--- src/rtl/fft_pkg.sv ---
// Shared types and helpers for the FFT output serializer.
package fft_pkg;

    localparam int unsigned WIDTH_DEF = 16;
    localparam int unsigned DEPTH_DEF = 8;
    localparam int unsigned IDX_W     = 3;

    typedef enum logic {
        ST_IDLE = 1'b0,
        ST_SEND = 1'b1
    } state_e;

    // Mirror a 3-bit index: output order of a radix-2 DIT/DIF FFT
    function automatic logic [IDX_W-1:0] bitrev3(input logic [IDX_W-1:0] k);
        return {k[0], k[1], k[2]};
    endfunction

endpackage

--- src/rtl/fft_out_serializer_if.sv ---
// Parallel-frame capture and serial-stream handshake bundle of the serializer.
interface fft_out_serializer_if #(
    parameter int unsigned WIDTH = fft_pkg::WIDTH_DEF
);
    import fft_pkg::*;

    logic [WIDTH-1:0] in_0;
    logic [WIDTH-1:0] in_1;
    logic [WIDTH-1:0] in_2;
    logic [WIDTH-1:0] in_3;
    logic [WIDTH-1:0] in_4;
    logic [WIDTH-1:0] in_5;
    logic [WIDTH-1:0] in_6;
    logic [WIDTH-1:0] in_7;
    logic             load;
    logic             load_ready;
    logic [WIDTH-1:0] out_data;
    logic             out_valid;
    logic             out_ready;
    logic [IDX_W-1:0] out_idx;
    logic             out_last;

    modport master (
        output in_0, in_1, in_2, in_3, in_4, in_5, in_6, in_7,
        output load, out_ready,
        input  load_ready, out_data, out_valid, out_idx, out_last
    );

    modport slave (
        input  in_0, in_1, in_2, in_3, in_4, in_5, in_6, in_7,
        input  load, out_ready,
        output load_ready, out_data, out_valid, out_idx, out_last
    );

endinterface

--- src/rtl/fft_out_serializer.sv ---
// Captures an 8-sample FFT frame and streams it out one sample per handshake.
// Define FFT_BITREV_EN to emit samples in bit-reversed source order.
module fft_out_serializer
    import fft_pkg::*;
#(
    parameter int unsigned WIDTH = WIDTH_DEF,
    parameter int unsigned DEPTH = DEPTH_DEF
) (
    input  logic                 clk,
    input  logic                 rst_n,
    fft_out_serializer_if.slave  bus
);

    localparam logic [IDX_W-1:0] LAST_BEAT = IDX_W'(DEPTH - 1);

    // Map beat number to the source sample index it carries
    function automatic logic [IDX_W-1:0] src_idx(input logic [IDX_W-1:0] k);
`ifdef FFT_BITREV_EN
        return bitrev3(k);
`else
        return k;
`endif
    endfunction

    state_e           state_q;
    logic [IDX_W-1:0] cnt_q;
    logic [WIDTH-1:0] buf_q [DEPTH];
    logic [WIDTH-1:0] out_data_q;
    logic [IDX_W-1:0] out_idx_q;
    logic             out_valid_q;
    logic             out_last_q;

    logic [WIDTH-1:0] in_c [DEPTH];
    logic [IDX_W-1:0] nxt_cnt_c;
    logic             last_hs_c;
    logic             load_ready_c;
    logic             capture_c;
    logic             beat_c;

    always_comb begin
        in_c[0] = bus.in_0;
        in_c[1] = bus.in_1;
        in_c[2] = bus.in_2;
        in_c[3] = bus.in_3;
        in_c[4] = bus.in_4;
        in_c[5] = bus.in_5;
        in_c[6] = bus.in_6;
        in_c[7] = bus.in_7;
    end

    // Accepting a frame on the last beat's handshake keeps the stream bubble-free
    always_comb begin
        last_hs_c    = out_valid_q & bus.out_ready & out_last_q;
        load_ready_c = (state_q == ST_IDLE) | last_hs_c;
        capture_c    = bus.load & load_ready_c;
        beat_c       = out_valid_q & bus.out_ready;
        nxt_cnt_c    = IDX_W'(cnt_q + IDX_W'(1));
    end

    always_ff @(posedge clk or negedge rst_n) begin
        if (!rst_n) begin
            state_q     <= ST_IDLE;
            cnt_q       <= '0;
            for (int i = 0; i < int'(DEPTH); i++) buf_q[i] <= '0;
            out_data_q  <= '0;
            out_idx_q   <= '0;
            out_valid_q <= 1'b0;
            out_last_q  <= 1'b0;
        end else if (capture_c) begin
            // Beat 0 comes straight from the inputs since the buffer loads on this edge
            state_q     <= ST_SEND;
            cnt_q       <= '0;
            for (int i = 0; i < int'(DEPTH); i++) buf_q[i] <= in_c[i];
            out_data_q  <= in_c[src_idx(IDX_W'(0))];
            out_idx_q   <= src_idx(IDX_W'(0));
            out_valid_q <= 1'b1;
            out_last_q  <= (LAST_BEAT == IDX_W'(0));
        end else if (beat_c) begin
            if (out_last_q) begin
                state_q     <= ST_IDLE;
                out_valid_q <= 1'b0;
            end else begin
                cnt_q      <= nxt_cnt_c;
                out_data_q <= buf_q[src_idx(nxt_cnt_c)];
                out_idx_q  <= src_idx(nxt_cnt_c);
                out_last_q <= (nxt_cnt_c == LAST_BEAT);
            end
        end
    end

    assign bus.load_ready = load_ready_c;
    assign bus.out_data   = out_data_q;
    assign bus.out_idx    = out_idx_q;
    assign bus.out_valid  = out_valid_q;
    assign bus.out_last   = out_last_q;

endmodule

--- src/flat_wrapper.sv ---
// flat-port wrapper written by rule: the top's interface ports become plain ports
module fft_out_serializer_flat import fft_pkg::*;
#(
    parameter int unsigned WIDTH = WIDTH_DEF,
    parameter int unsigned DEPTH = DEPTH_DEF
)
  (clk, rst_n, bus_in_0, bus_in_1, bus_in_2, bus_in_3, bus_in_4, bus_in_5, bus_in_6, bus_in_7, bus_load, bus_out_ready, bus_load_ready, bus_out_data, bus_out_valid, bus_out_idx, bus_out_last);
  fft_out_serializer_if #(.WIDTH(WIDTH)) bus_i ();
  input  logic clk;
  input  logic rst_n;
  input wire logic [$bits(bus_i.in_0)-1:0] bus_in_0;
  input wire logic [$bits(bus_i.in_1)-1:0] bus_in_1;
  input wire logic [$bits(bus_i.in_2)-1:0] bus_in_2;
  input wire logic [$bits(bus_i.in_3)-1:0] bus_in_3;
  input wire logic [$bits(bus_i.in_4)-1:0] bus_in_4;
  input wire logic [$bits(bus_i.in_5)-1:0] bus_in_5;
  input wire logic [$bits(bus_i.in_6)-1:0] bus_in_6;
  input wire logic [$bits(bus_i.in_7)-1:0] bus_in_7;
  input wire logic [$bits(bus_i.load)-1:0] bus_load;
  input wire logic [$bits(bus_i.out_ready)-1:0] bus_out_ready;
  output wire logic [$bits(bus_i.load_ready)-1:0] bus_load_ready;
  output wire logic [$bits(bus_i.out_data)-1:0] bus_out_data;
  output wire logic [$bits(bus_i.out_valid)-1:0] bus_out_valid;
  output wire logic [$bits(bus_i.out_idx)-1:0] bus_out_idx;
  output wire logic [$bits(bus_i.out_last)-1:0] bus_out_last;
  assign bus_i.in_0 = bus_in_0;
  assign bus_i.in_1 = bus_in_1;
  assign bus_i.in_2 = bus_in_2;
  assign bus_i.in_3 = bus_in_3;
  assign bus_i.in_4 = bus_in_4;
  assign bus_i.in_5 = bus_in_5;
  assign bus_i.in_6 = bus_in_6;
  assign bus_i.in_7 = bus_in_7;
  assign bus_i.load = bus_load;
  assign bus_i.out_ready = bus_out_ready;
  assign bus_load_ready = bus_i.load_ready;
  assign bus_out_data = bus_i.out_data;
  assign bus_out_valid = bus_i.out_valid;
  assign bus_out_idx = bus_i.out_idx;
  assign bus_out_last = bus_i.out_last;
  fft_out_serializer #(.WIDTH(WIDTH), .DEPTH(DEPTH)) u_core (.clk(clk), .rst_n(rst_n), .bus(bus_i));
endmodule
--- config.mk ---
export PLATFORM = sky130hd
export DESIGN_NAME = fft_out_serializer_flat
export DESIGN_NICKNAME = d
export VERILOG_FILES = /design/src/rtl/fft_pkg.sv /design/src/rtl/fft_out_serializer_if.sv /design/src/rtl/fft_out_serializer.sv /design/src/flat_wrapper.sv
export SDC_FILE = /design/constraint.sdc
export NUM_CORES = 1
export LEC_CHECK = 0
export BUFFER_PORTS_ARGS = -buffer_cell sky130_fd_sc_hd__buf_2
export CAP_MARGIN = 20
export CELL_PAD_IN_SITES_DETAIL_PLACEMENT = 1
export CELL_PAD_IN_SITES_GLOBAL_PLACEMENT = 1
export CORE_MARGIN = 3
export CORE_UTILIZATION = 27
export CTS_CLUSTER_DIAMETER = 200
export DETAILED_ROUTE_END_ITERATION = 16
export PLACE_DENSITY = 0.63
export SLEW_MARGIN = 20
export SYNTH_ARGS = -nofsm -noshare
export SYNTH_HDL_FRONTEND = slang
export SYNTH_SLANG_ARGS = --single-unit
--- constraint.sdc ---
create_clock -name clk -period 2.61 [get_ports clk]
set_clock_uncertainty 0.15 [all_clocks]
set_input_delay 0.3915 -clock clk [delete_from_list [all_inputs] [get_ports clk]]
set_output_delay 0.3915 -clock clk [all_outputs]
set_load 0.05 [all_outputs]
Word-level counts from Yosys, hierarchy flattened --
Index checks and enable logic that the tools add are counted.
Word-level totals: bits of input ports 132, flip-flop bits (word level) 149, output and inout port bits 22
Operators by class: mux-type cells 15, add/subtract/negate cells 1, reduce and logical (&&, ||, !) cells 4, bitwise logic cells 6, eq/ne operators 2, order comparisons 1
Operators with widths (count):
- $mux W16 | 5
- $bmux W16 S3 | 1
- $mux W3 | 3
- $mux W1 | 6
- $ge A4 B4 Y1 const B | 1
- $not A3 Y4 | 1
- $reduce_and A2 Y1 | 2
- $reduce_bool A2 Y1 | 2
- $add A3 B1 Y3 const B | 1
- $and A1 B1 Y1 | 3
- $eq A3 B3 Y1 const B | 1
- $ne A2 B2 Y1 const B | 1
- $not A1 Y1 | 1
- $or A1 B1 Y1 | 1

Longest topological paths before layout --
Gate-level depths: netlist of run 1.
depth after elaboration 8, gate-level depth with buffers 9, depth with buffers taken out 5

Worst setup path before layout of run 1 --
Ideal clock, no wire load.
path type flip-flop to flip-flop, from register u_core.bus.out_idx[0] (netlist name), to register u_core.out_data_q[10], in the netlist u_core.bus.out_data[10], clock period less this slack 2857 ps, path slack -247 ps, cell stages (with the launch flop) 10, path buffers 4, data arrival time 2569 ps, library setup time 138 ps, required time 2322 ps, cells stage by stage dfrtp_1 > buf_2 > buf_4 > inv_1 > ha_1 > clkbuf_1 > clkbuf_1 > mux4_2 > mux2i_1 > o22ai_1
RTL lines:
- end signal, assigned | RTL line fft_out_serializer.sv:74 | out_data_q <= in_c[src_idx(IDX_W'(0))];
- end signal, assigned | RTL line fft_out_serializer.sv:84 | out_data_q <= buf_q[src_idx(nxt_cnt_c)];
- end, declared | RTL line fft_out_serializer.sv:28 | logic [WIDTH-1:0] out_data_q;

==> summary.md, run 1 <==
| Metric | Value |
|---|---|
| Slew Viols, Final | `0` |
| Total Routing Usage GR | `14.15%` |
| # clock sinks | `149` |
| Status | `finished clean` |
| First-pass GRT wire length | `30.56 mm` |
| Post-synthesis sequential area ratio | `53.41%` |
| Register bit total from synthesis | `149` |
| FF-to-FF Start | `u_core.bus.out_idx[1]` |
| Final hold violation count | `0` |
| Via density | `4.669` |
| Sequential cell area | `3730 um2` |
| Die height | `166.8 um` |
| Final Setup Violations | `0` |
| R2R Setup Slk | `430 ps` |
| Die width | `166.8 um` |
| N_diodes | `0` |
| Final nets | `757` |
| Most common cell in the synthesized netlist | `dfrtp_1` |
| Synth top area share | `53.41%` |
| Port Buf Inserts | `153` |
| Post-Syn Area | `6980 um2` |
| DP Worst Slack | `386.8 ps` |
| # H-tree levels | `4` |
| Crit start category | `flip-flop` |
| Hold Crit Class | `in2reg` |
| Worst setup path endpoint | `u_core.bus.out_data[6]` |
| FF-to-FF path depth | `5` |
| Tmin final | `2182 ps` |
| Drt total wl | `19.27 mm` |
| Placer Congestion | `0.7797` |
| Die ar. | `27820 um2` |
| Cells after synthesis | `469` |
| DRC violations left | `0` |
| Detailed Route Iter0 Violations | `152` |
| Critical Path Sink Type | `flip-flop` |
| Max Cap Viol | `0` |
| Layout cells sized above 1 | `37.89%` |
| Gr ovfl total | `0` |
| Clock buffer depth | `2` |
| Crit-path cells | `ha_1 > xor2_4 > buf_12 > mux2i_1 > o22ai_1` |
| TritonRoute pass-1 iters | `5` |
| CTS Buf Count | `17` |
| Post-DP Area | `8144 um2` |
| Largest net degree at the start of global routing | `74` |
| RSZ-0062 raised after global routing | `false` |
| Required @ worst endpoint | `2730 ps` |
| Fmax | `458.3 MHz` |
| Synth cell count leaders | `149 x dfrtp_1, 128 x mux2_1, 32 x mux4_2, 31 x o22ai_1` |
| IR drop worst, VDD | `564.5 uV` |
| CTS tree | `built` |
| Area contributors post-synth | `dfrtp_1 53%, mux2_1 21%, mux4_2 10%` |
| Initial antenna violation count | `0` |
| Synth Warn # | `0` |
| Hold Buf Count CTS | `1` |
| Leak | `3.822 nW` |
| Rel. slew slack | `46.49%` |
| Initial core utilization | `27.56%` |
| Syn avg cell area | `14.88 um2` |
| Via count | `4510` |
| HPWL after DPL | `14.13 mm` |
| Area of the multi-input gates | `3015 um2` |
| Clk pin slew, worst setup/hold paths | `70 ps` |
| Core footprint | `25330 um2` |
| Final worst setup slack | `427.8 ps` |
| Area grow syn2layout | `25.09%` |
| EDFF count, synth | `0` |
| CP arrival | `2300 ps` |
| CP peak stage delay | `430 ps` |
| Unique masters post-synth | `31` |
| Drt wl/cell | `19.95 um` |
| Setup bufs post-CTS | `0` |
| Critical Path Fanout Max | `11` |
| Syn Nets | `603` |
| Num ports | `154` |
| Setup TNS | `0 ps` |
| # resized after CTS | `0` |
| Period utilisation layout | `83.61%` |
| Reg2reg end | `u_core.bus.out_data[6]` |
| Critical Path Source | `u_core.bus.out_idx[1]` |
| Leading area contributor after synthesis | `dfrtp_1` |
| Crit path max-delay cell type | `dfrtp_1` |
| Vias in the first global route | `5239` |
| DRT antenna net count | `0` |
| Ys flop type | `dfrtp_1` |
| Clock Latency Late Sink | `420 ps` |
| Final Instance Area | `8732 um2` |
| Fillcell total | `2668` |
| CTS Root Cell | `clkbuf_16` |
| Row cnt | `58` |
| Post-synthesis async set-or-reset flop share | `100.0%` |
| Kind of critical path | `reg2reg` |
| Measured slew at the worst slew-check pin | `799.1 ps` |
| Pwr dens | `1332 nW/um2` |
==> how the worst min path moves through the flow <==
stage,from,end,depth (start not counted)
6_report,bus_in_6[9],u_core.buf_q[25],2
3_3_place_gp,rst_n,u_core.buf_q[75],1
2_1_floorplan,rst_n,u_core.buf_q[0],0
5_1_grt,bus_in_6[9],u_core.buf_q[25],2
3_5_place_dp,rst_n,u_core.buf_q[91],1
4_1_cts,bus_in_6[9],u_core.buf_q[25],2
==> routing by layer <==
layer,part of all wire [%],global-route usage [%]
met2,49,23.74
met3,4.6,3.465
met1,46,18.83
met4,0.79,2.798
met5,0,0
==> worst max-delay path: cells and delay by family, from the launching register on <==
family | cells | cell delay, ps
compound gates | 1 | 130
xor+xnor | 1 | 420
fa+ha+maj | 1 | 380
buf+inv | 1 | 210
mux | 1 | 300
flops | 1 | 430
==> final cells by class <==
| class | count | share of cell area [%] |
|---|---|---|
| Clock buffer | 18 | 5.029 |
| Sequential cell | 149 | 42.71 |
| Tap cell | 330 | 4.728 |
| Inverter | 5 | 0.2149 |
| Clock inverter | 14 | 1.590 |
| Multi-Input combinational cell | 280 | 34.53 |
| Timing Repair Buffer | 170 | 11.19 |
==> placed cells by master, fill, tap and decap left out, types with 2 or more instances in the layout <==
cell type,count
a22o_1,2
mux2_1,128
clkbuf_16,17
o21a_1,15
buf_2,152
clkinvlp_4,4
nor2_1,17
inv_1,4
buf_4,10
mux4_2,32
nand2b_1,18
nand2_1,2
o22ai_1,31
buf_12,6
clkinv_4,2
nor2b_1,2
inv_6,7
mux2i_1,17
dfrtp_1,148
==> where the power goes <==
part	leakage, nW	total, mW	internal [mW]	switching [mW]
Sequential	1.77	4.17	3.49	0.672
Clock	0.271	2.43	1.36	1.06
Combinational	1.78	5.03	2.41	2.62
Total	3.82	11.6	7.27	4.36
==> kinds of logic after synthesis <==
kind of cell	synth area share (%)
mux	33.41
fa+ha+maj	0.3584
flops	53.41
xor+xnor	0.5199
buf+inv	3.567
simple gates	3.029
compound gates	5.700
==> state kept, by name (all words and copies together) (netlist names) <==
name and flops:
u_core.buf_q 128, u_core.bus.out_data 16, u_core.bus.out_idx 3, u_core.bus.out_last 1, u_core.bus.out_valid 1
==> stage by stage <==
step / instances / utilization, % / power (mW) / hold WS [ps]
after global routing: 966 / 34.48 / 12.43 / 17.98
final: 966 / 34.48 / 11.63 / 32.77
after global placement: 933 / 32.16 / 9.129 / 115.1
after CTS: 966 / 34.48 / 11.85 / 11.29
after detailed placement: 933 / 32.16 / 9.350 / 122.6
after floorplan: 469 / - / 7.736 / -54.09
No activity file was read; power rests on OpenSTA's default activity.
==> run 2, diff against run 1 <==
--- a/config.mk
+++ b/config.mk
@@ -5,6 +5,7 @@
 export SDC_FILE = /design/constraint.sdc
 export NUM_CORES = 1
 export LEC_CHECK = 0
+export ABC_AREA = 1
 export BUFFER_PORTS_ARGS = -buffer_cell sky130_fd_sc_hd__buf_2
 export CAP_MARGIN = 20
 export CELL_PAD_IN_SITES_DETAIL_PLACEMENT = 1
@@ -13,7 +14,7 @@
 export CORE_UTILIZATION = 27
 export CTS_CLUSTER_DIAMETER = 200
 export DETAILED_ROUTE_END_ITERATION = 16
-export PLACE_DENSITY = 0.63
+export PLACE_DENSITY = 0.69
 export SLEW_MARGIN = 20
 export SYNTH_ARGS = -nofsm -noshare
 export SYNTH_HDL_FRONTEND = slang
==> constraint.sdc (replaced) <==
create_clock -name clk -period 2 [get_ports clk]
set_clock_uncertainty 0.15 [all_clocks]
set_input_delay 0.3 -clock clk [delete_from_list [all_inputs] [get_ports clk]]
set_output_delay 0.3 -clock clk [all_outputs]
set_load 0.05 [all_outputs]
==> summary.md, run 2 <==
| Metric | Value |
|---|---|
| Area grow syn2layout | `39.44%` |
| IR drop worst, VDD | `959.8 uV (+70%)` |
| Gr ovfl total | `0 (unchanged)` |
| Switch Pwr | `7.794 mW (+79%)` |
| Synth cell count leaders | `443 x nand2_1, 149 x dfrtp_1, 106 x nor2_1, 84 x inv_1, 81 x o21ai_0` |
| Setup bufs post-CTS | `0 (unchanged)` |
| Crit-path cells | `nand2_1 > nand2_4 > buf_6 > buf_4` |
| Die height | `169.9 um (+1.8%)` |
| Status | `finished clean` |
| Final nets | `1377 (+82%)` |
| Clock buffer depth | `2 (unchanged)` |
| Row cnt | `59 (+1.7%)` |
| HPWL after DPL | `17.49 mm (+24%)` |
| Final hold violation count | `0 (unchanged)` |
| Crit path max-delay cell type | `dfrtp_1` |
| Drt total wl | `25.68 mm (+33%)` |
| Final Setup Violations | `0 (unchanged)` |
| Initial core utilization | `27.66% (+0.10 points)` |
| Drt wl/cell | `16.13 um (-19%)` |
| # clock sinks | `149 (unchanged)` |
| Clk pin slew, worst setup/hold paths | `60 ps (about the same)` |
| Leading area contributor after synthesis | `dfrtp_1` |
| Detailed Route Iter0 Violations | `428 (+180%)` |
| Period utilisation layout | `95.07%` |
| Fillcell total | `3206 (+20%)` |
| DP Worst Slack | `138.1 ps (-248.7 ps)` |
| Ys flop type | `dfrtp_1` |
| Sequential power share | `31.2% (-4.6 points)` |
| Most common cell after layout, fill and taps aside | `nand2_1` |
| Largest net degree at the start of global routing | `103 (+39%)` |
| Max FFs per register | `128 (unchanged)` |
| Most frequent cells in the layout | `443 x nand2_1, 151 x buf_2, 148 x dfrtp_1, 115 x dlygate4sd3_1, 106 x nor2_1` |
| Biggest register | `u_core.buf_q` |
| Measured slew at the worst slew-check pin | `513.4 ps (-285.6 ps)` |
| Die width | `169.9 um (+1.8%)` |
| Crit start category | `flip-flop` |
| CTS Buf Count | `17 (unchanged)` |
| # H-tree levels | `4 (unchanged)` |
| Area contributors post-synth | `dfrtp_1 51%, nand2_1 23%, o21ai_0 5.6%` |
| Required @ worst endpoint | `1550 ps (-1180 ps)` |
| Via count | `7030 (+56%)` |
| Pwr dens | `1653 nW/um2 (+24%)` |
| Synth top area share | `51.43% (-2.0 points)` |
| CP bufs+invs | `2 (+1)` |
| Hold Crit Class | `in2reg` |
| Slew Viols, Final | `0 (unchanged)` |
| Combinational fraction of design power | `50.8% (+7.5 points)` |
| DRT antenna net count | `0 (unchanged)` |
| Post-synthesis async set-or-reset flop share | `100.0% (unchanged)` |
| First-pass GRT wire length | `40.88 mm (+34%)` |
| CP peak stage delay | `390 ps (-40 ps)` |
| Critical path's top delay family | `buffers and inverters` |
| Layout cells sized above 1 | `17.12% (-21 points)` |
| Kind of critical path | `reg2out` |
| Placer Congestion | `0.8112 (+4.0%)` |
| Max Cap Viol | `0 (unchanged)` |
| Unique masters post-synth | `25 (-19%)` |
| Core footprint | `26210 um2 (+3.5%)` |
| Critical Path Sink Type | `primary output` |
| Cells after synthesis | `994 (+110%)` |
| RSZ-0062 raised after global routing | `true` |
| Post-Layout Cell Count | `1592 (+65%)` |
| EDFF count, synth | `0 (unchanged)` |
| Final worst setup slack | `98.63 ps (-329.2 ps)` |
| Total Routing Usage GR | `18.16% (+4.0 points)` |
| Leak | `5.325 nW (+39%)` |
| Die ar. | `28850 um2 (+3.7%)` |
| Register bit total from synthesis | `149 (unchanged)` |
| Critical Path Fanout Max | `17 (+6)` |
| Via density | `4.416 (-5.4%)` |
| Synth Warn # | `0 (unchanged)` |
| Tmin final | `1901 ps` |
| Initial antenna violation count | `4 (+4)` |
| CP arrival | `1450 ps (-850 ps)` |
| Vias in the first global route | `7533 (+44%)` |
| Sw Ratio | `46.65% (+9.1 points)` |
| Most common cell in the synthesized netlist | `nand2_1` |
| Post-Syn Area | `7249 um2 (+3.9%)` |
| Port Buf Inserts | `153 (unchanged)` |
| Fmax | `525.9 MHz` |
| TritonRoute pass-1 iters | `4 (-1)` |
| DP Cell Count | `1444 (+55%)` |
| Syn Nets | `1128 (+87%)` |
| Internal | `8.915 mW (+23%)` |
| Num ports | `154 (unchanged)` |
| Syn avg cell area | `7.293 um2 (-51%)` |
| Clock network fraction of design power | `18.0% (-2.9 points)` |
| DRC violations left | `0 (unchanged)` |
| Clock Latency Late Sink | `430 ps (about the same)` |
| CTS Root Cell | `clkbuf_16` |
| Fin util | `38.57% (+4.1 points)` |
| Post-synthesis sequential area ratio | `51.43% (-2.0 points)` |
| CTS tree | `built` |
| Rel. slew slack | `65.77% (+19 points)` |
-- run 2: changes by cell type after synthesis, sizes merged, moves of 18 or more --
cell and change:
nand2b -18, o21ai +85, nand2 +445, o22ai -31, inv +82, nand3 +37
nor2 +88, mux4 -32, mux2 -128
-- run 2: cell type report --
cell class / count / area, um2 / share of cell area, %
antenna: 1 / 2.502 / 0.02476
clock buffer: 18 / 429.2 / 4.246
clock inverter: 14 / 113.9 / 1.126
inverter: 90 / 346.6 / 3.429
multi-input combinational: 700 / 2895 / 28.64
sequential: 149 / 3732 / 36.92
tap: 335 / 419.2 / 4.147
timing repair buffer: 285 / 2170 / 21.46
-- run 2: cells by family after synthesis --
| family | count (synthesis) | share of synthesized area, % |
|---|---|---|
| AOI/OAI and AO/OA | 89 | 6.179 |
| xor gates and xnor gates | 2 | 0.2417 |
| adders and majority gates | 2 | 0.3451 |
| buffers and inverters | 145 | 8.802 |
| DFF | 149 | 51.43 |
| and+or+nand+nor | 607 | 33.00 |
-- run 2: metal layers --
metal	up-vias	track usage [%]	share of wire [%]
met1	3380	24.06	47
met5	-	0	0.12
met3	28	3.879	3.2
met4	6	4.125	1.6
met2	118	30.60	48
li1	3498	-	-
-- run 2: path summary, 6_finish.rpt --
check / cells after the start / slack (ps) / endpoint / from
setup reg to reg: 7 / 110 / u_core.bus.out_data[15] / u_core.bus.out_idx[0]
setup / recovery: 4 / 100 / bus_load_ready / u_core.bus.out_last
max in group asynchronous: 3 / 850 / u_core.buf_q[12] / rst_n
hold / removal: 3 / 5 / u_core.buf_q[112] / bus_in_0[0]
hold reg to reg: 2 / 320 / u_core.buf_q[113] / u_core.buf_q[113]
min in group asynchronous: 2 / 250 / u_core.buf_q[109] / rst_n
-- run 2: what timing repair did --
action,in CTS,in global routing
gates resized for setup,1,2
endpoints found under the setup margin,1,10
hold buffers,115,0
endpoints found under the hold margin,154,0
-- run 2: tightest hold or removal path, delay by kind of cell --
kind,cells,cell delay (ps)
buffers and inverters,1,90
and+or+nand+nor,2,160
-- run 2: through the flow --
step | setup TNS (ps) | cell area, um2 | hold WS, ps | power (mW)
final | 0 | 10110 | 4.851 | 16.71
after global placement | 0 | 8404 | 146.2 | 13.39
after CTS | 0 | 10100 | 0.6364 | 16.89
after floorplan | 0 | 7305 | -145.6 | 11.05
after detailed placement | 0 | 8404 | 146.1 | 13.61
after global routing | -47.52 | 10110 | 3.412 | 18.26
-- run 2: power groups by stage --
stage | sequential [mW] | clock, mW | combinational, mW
final | 5.21 | 3.01 | 8.49
after global routing | 5.38 | 3.22 | 9.66
after CTS | 5.21 | 3.07 | 8.61
after detailed placement | 5.26 | 0 | 8.35
after global placement | 5.21 | 0 | 8.17
after floorplan | 5.74 | 0 | 5.31
==> run 3, diff against run 2 <==
--- a/config.mk
+++ b/config.mk
@@ -14,7 +14,8 @@
 export CORE_UTILIZATION = 27
 export CTS_CLUSTER_DIAMETER = 200
 export DETAILED_ROUTE_END_ITERATION = 16
-export PLACE_DENSITY = 0.69
+export GPL_ROUTABILITY_DRIVEN = 1
+export PLACE_DENSITY_LB_ADDON = 0.1
 export SLEW_MARGIN = 20
 export SYNTH_ARGS = -nofsm -noshare
 export SYNTH_HDL_FRONTEND = slang
==> summary.md, run 3 (synthesis gave the netlist of run 2 again) <==
| Metric | Value |
|---|---|
| Clk pin slew, worst setup/hold paths | `70 ps (about the same)` |
| Num ports | `154 (unchanged)` |
| HPWL after DPL | `17.53 mm (+0.24%)` |
| Hold Crit Class | `in2reg` |
| Final nets | `1388 (+0.80%)` |
| Area grow syn2layout | `41.47%` |
| # clock sinks | `149 (unchanged)` |
| Setup bufs post-CTS | `0 (unchanged)` |
| Drt total wl | `25.89 mm (+0.82%)` |
| CTS tree | `built` |
| Gr ovfl total | `0 (unchanged)` |
| Largest net degree at the start of global routing | `76 (-26%)` |
| Initial antenna violation count | `0 (-4)` |
| CP most frequent cell | `buf_6` |
| Critical Path Sink Type | `primary output` |
| CP arrival | `1400 ps (-50 ps)` |
| Total Routing Usage GR | `18.70% (+0.55 points)` |
| DRT antenna net count | `0 (unchanged)` |
| Final Instance Area | `10260 um2 (+1.5%)` |
| CP peak stage delay | `390 ps (about the same)` |
| Initial core utilization | `27.66% (unchanged)` |
| Clock Latency Late Sink | `430 ps (about the same)` |
| Fillcell total | `3205 (-0.031%)` |
| Critical path's top delay family | `buffers and inverters` |
| IR drop worst, VDD | `755.1 uV (-21%)` |
| Detailed Route Iter0 Violations | `280 (-35%)` |
| RSZ-0062 raised after global routing | `false` |
| Via count | `6951 (-1.1%)` |
| Crit path max-delay cell type | `dfrtp_1` |
| Final hold violation count | `0 (unchanged)` |
| Drt wl/cell | `16.16 um (+0.19%)` |
| Die width | `169.9 um (unchanged)` |
| Row cnt | `59 (unchanged)` |
| Via density | `4.339 (-1.7%)` |
| Placer Congestion | `0.7636 (-5.9%)` |
| First-pass GRT wire length | `41.40 mm (+1.3%)` |
| CTS Buf Count | `17 (unchanged)` |
| Fmax | `539.3 MHz (+2.5%)` |
| Most frequent cells in the layout | `443 x nand2_1, 150 x buf_2, 148 x dfrtp_1, 121 x dlygate4sd3_1, 106 x nor2_1` |
| DRC violations left | `0 (unchanged)` |
| Required @ worst endpoint | `1550 ps (about the same)` |
| Die height | `169.9 um (unchanged)` |
| TritonRoute pass-1 iters | `4 (unchanged)` |
| Core footprint | `26210 um2 (unchanged)` |
| Critical Path Fanout Max | `17 (unchanged)` |
| Kind of critical path | `reg2out` |
| Crit start category | `flip-flop` |
| Setup TNS | `0 ps (unchanged)` |
| Rel. slew slack | `63.90% (-1.9 points)` |
| Crit-path cells | `nand2_1 > nand2_4 > buf_6 > buf_6` |
| DP Cell Count | `1449 (+0.35%)` |
| CP bufs+invs | `2 (unchanged)` |
| CTS Root Cell | `clkbuf_16` |
| Tmin final | `1854 ps (-47.21 ps)` |
| # H-tree levels | `4 (unchanged)` |
| Layout cells sized above 1 | `17.44% (+0.32 points)` |
| Most common cell after layout, fill and taps aside | `nand2_1` |
| Post-DP Area | `8467 um2 (+0.74%)` |
| Clock buffer depth | `2 (unchanged)` |
| Max Cap Viol | `0 (unchanged)` |
| Vias in the first global route | `7225 (-4.1%)` |
| Max FFs per register | `128 (unchanged)` |
| N_diodes | `0 (-1)` |
| Period utilisation layout | `92.71% (-2.4 points)` |
| Slew Viols, Final | `0 (unchanged)` |
| Leak | `5.380 nW (+1.0%)` |
| Biggest register | `u_core.buf_q` |
| Die ar. | `28850 um2 (unchanged)` |
| Pwr dens | `1649 nW/um2 (-0.22%)` |
| Final Setup Violations | `0 (unchanged)` |
| Post-Layout Cell Count | `1602 (+0.63%)` |
| Status | `finished clean` |
| Port Buf Inserts | `153 (unchanged)` |
| Hold slack | `10.03 ps (+5.183 ps)` |
| Measured slew at the worst slew-check pin | `541.4 ps (+28.00 ps)` |
-- run 3: cell types whose count changed in the layout (fill, tap and decap cells not counted), moves of 2 or more --
cell and change:
buf_12 +2, buf_4 +2, buf_6 +2, clkinv_2 -7
clkinvlp_4 +2, dlygate4sd3_1 +6, inv_6 +5
-- run 3: stage by stage --
step	power, mW	setup slack (ps)	util, %
floorplan	11.05	5.261	-
global placement	13.71	145.2	32.31
detailed placement	13.81	144.4	32.31
CTS	17.23	18.15	39.08
global route	18.61	21.72	39.14
finish	16.92	145.8	39.14
-- run 3: report_power, final --
group	total [mW]	switching, mW	internal [mW]
sequential	5.23	0.749	4.48
combinational	8.59	5.75	2.84
clock	3.10	1.44	1.65
-- run 3: worst reg2reg max path, stage by stage, from the launching register on --
cell and delay [ps]:
dfrtp_4 510, inv_2 90, ha_4 220, buf_12 170
nor2_1 180, nand2_1 120, o21ai_0 100, nand2_1 70
nand3_1 70, nand2_1 60, inv_1 50
-- run 3: path summary, 6_finish.rpt --
path / from / endpoint / slack [ps] / cells past startpoint
max in group asynchronous: rst_n / u_core.buf_q[46] / 810 / 3
worst max register to register: u_core.bus.out_idx[0] / u_core.bus.out_data[12] / 160 / 10
min in group asynchronous: rst_n / u_core.buf_q[55] / 250 / 2
worst min register to register: u_core.buf_q[119] / u_core.buf_q[119] / 330 / 2
worst min-delay path: bus_in_0[4] / u_core.buf_q[116] / 10 / 3
worst max-delay path: u_core.bus.out_last / bus_load_ready / 150 / 4
-- run 3: cell type report --
| class | count | area [um2] | share of cell area [%] |
|---|---|---|---|
| timing repair buffer | 296 | 2302 | 22.45 |
| multi-input combinational | 700 | 2895 | 28.23 |
| clock buffer | 18 | 439.2 | 4.282 |
| sequential | 149 | 3732 | 36.39 |
| tap | 335 | 419.2 | 4.087 |
| clock inverter | 14 | 118.9 | 1.159 |
| inverter | 90 | 349.1 | 3.404 |
-- run 3: timing repair --
item                                   CTS  global route
endpoints found under the hold margin  164             0
resized for setup                        2             7
pin swaps                                0             0
hold buffers                           121             0
setup endpoints to repair                2             5
-- run 3: metal layers --
layer  GRT usage, %  wire length [um]  vias up
li1               -                 -     3514
met1          27.00             12850     3299
met2          29.44             11890      122
met3          3.322               891       16
met4          4.125               264        0
met5              0                 0        -
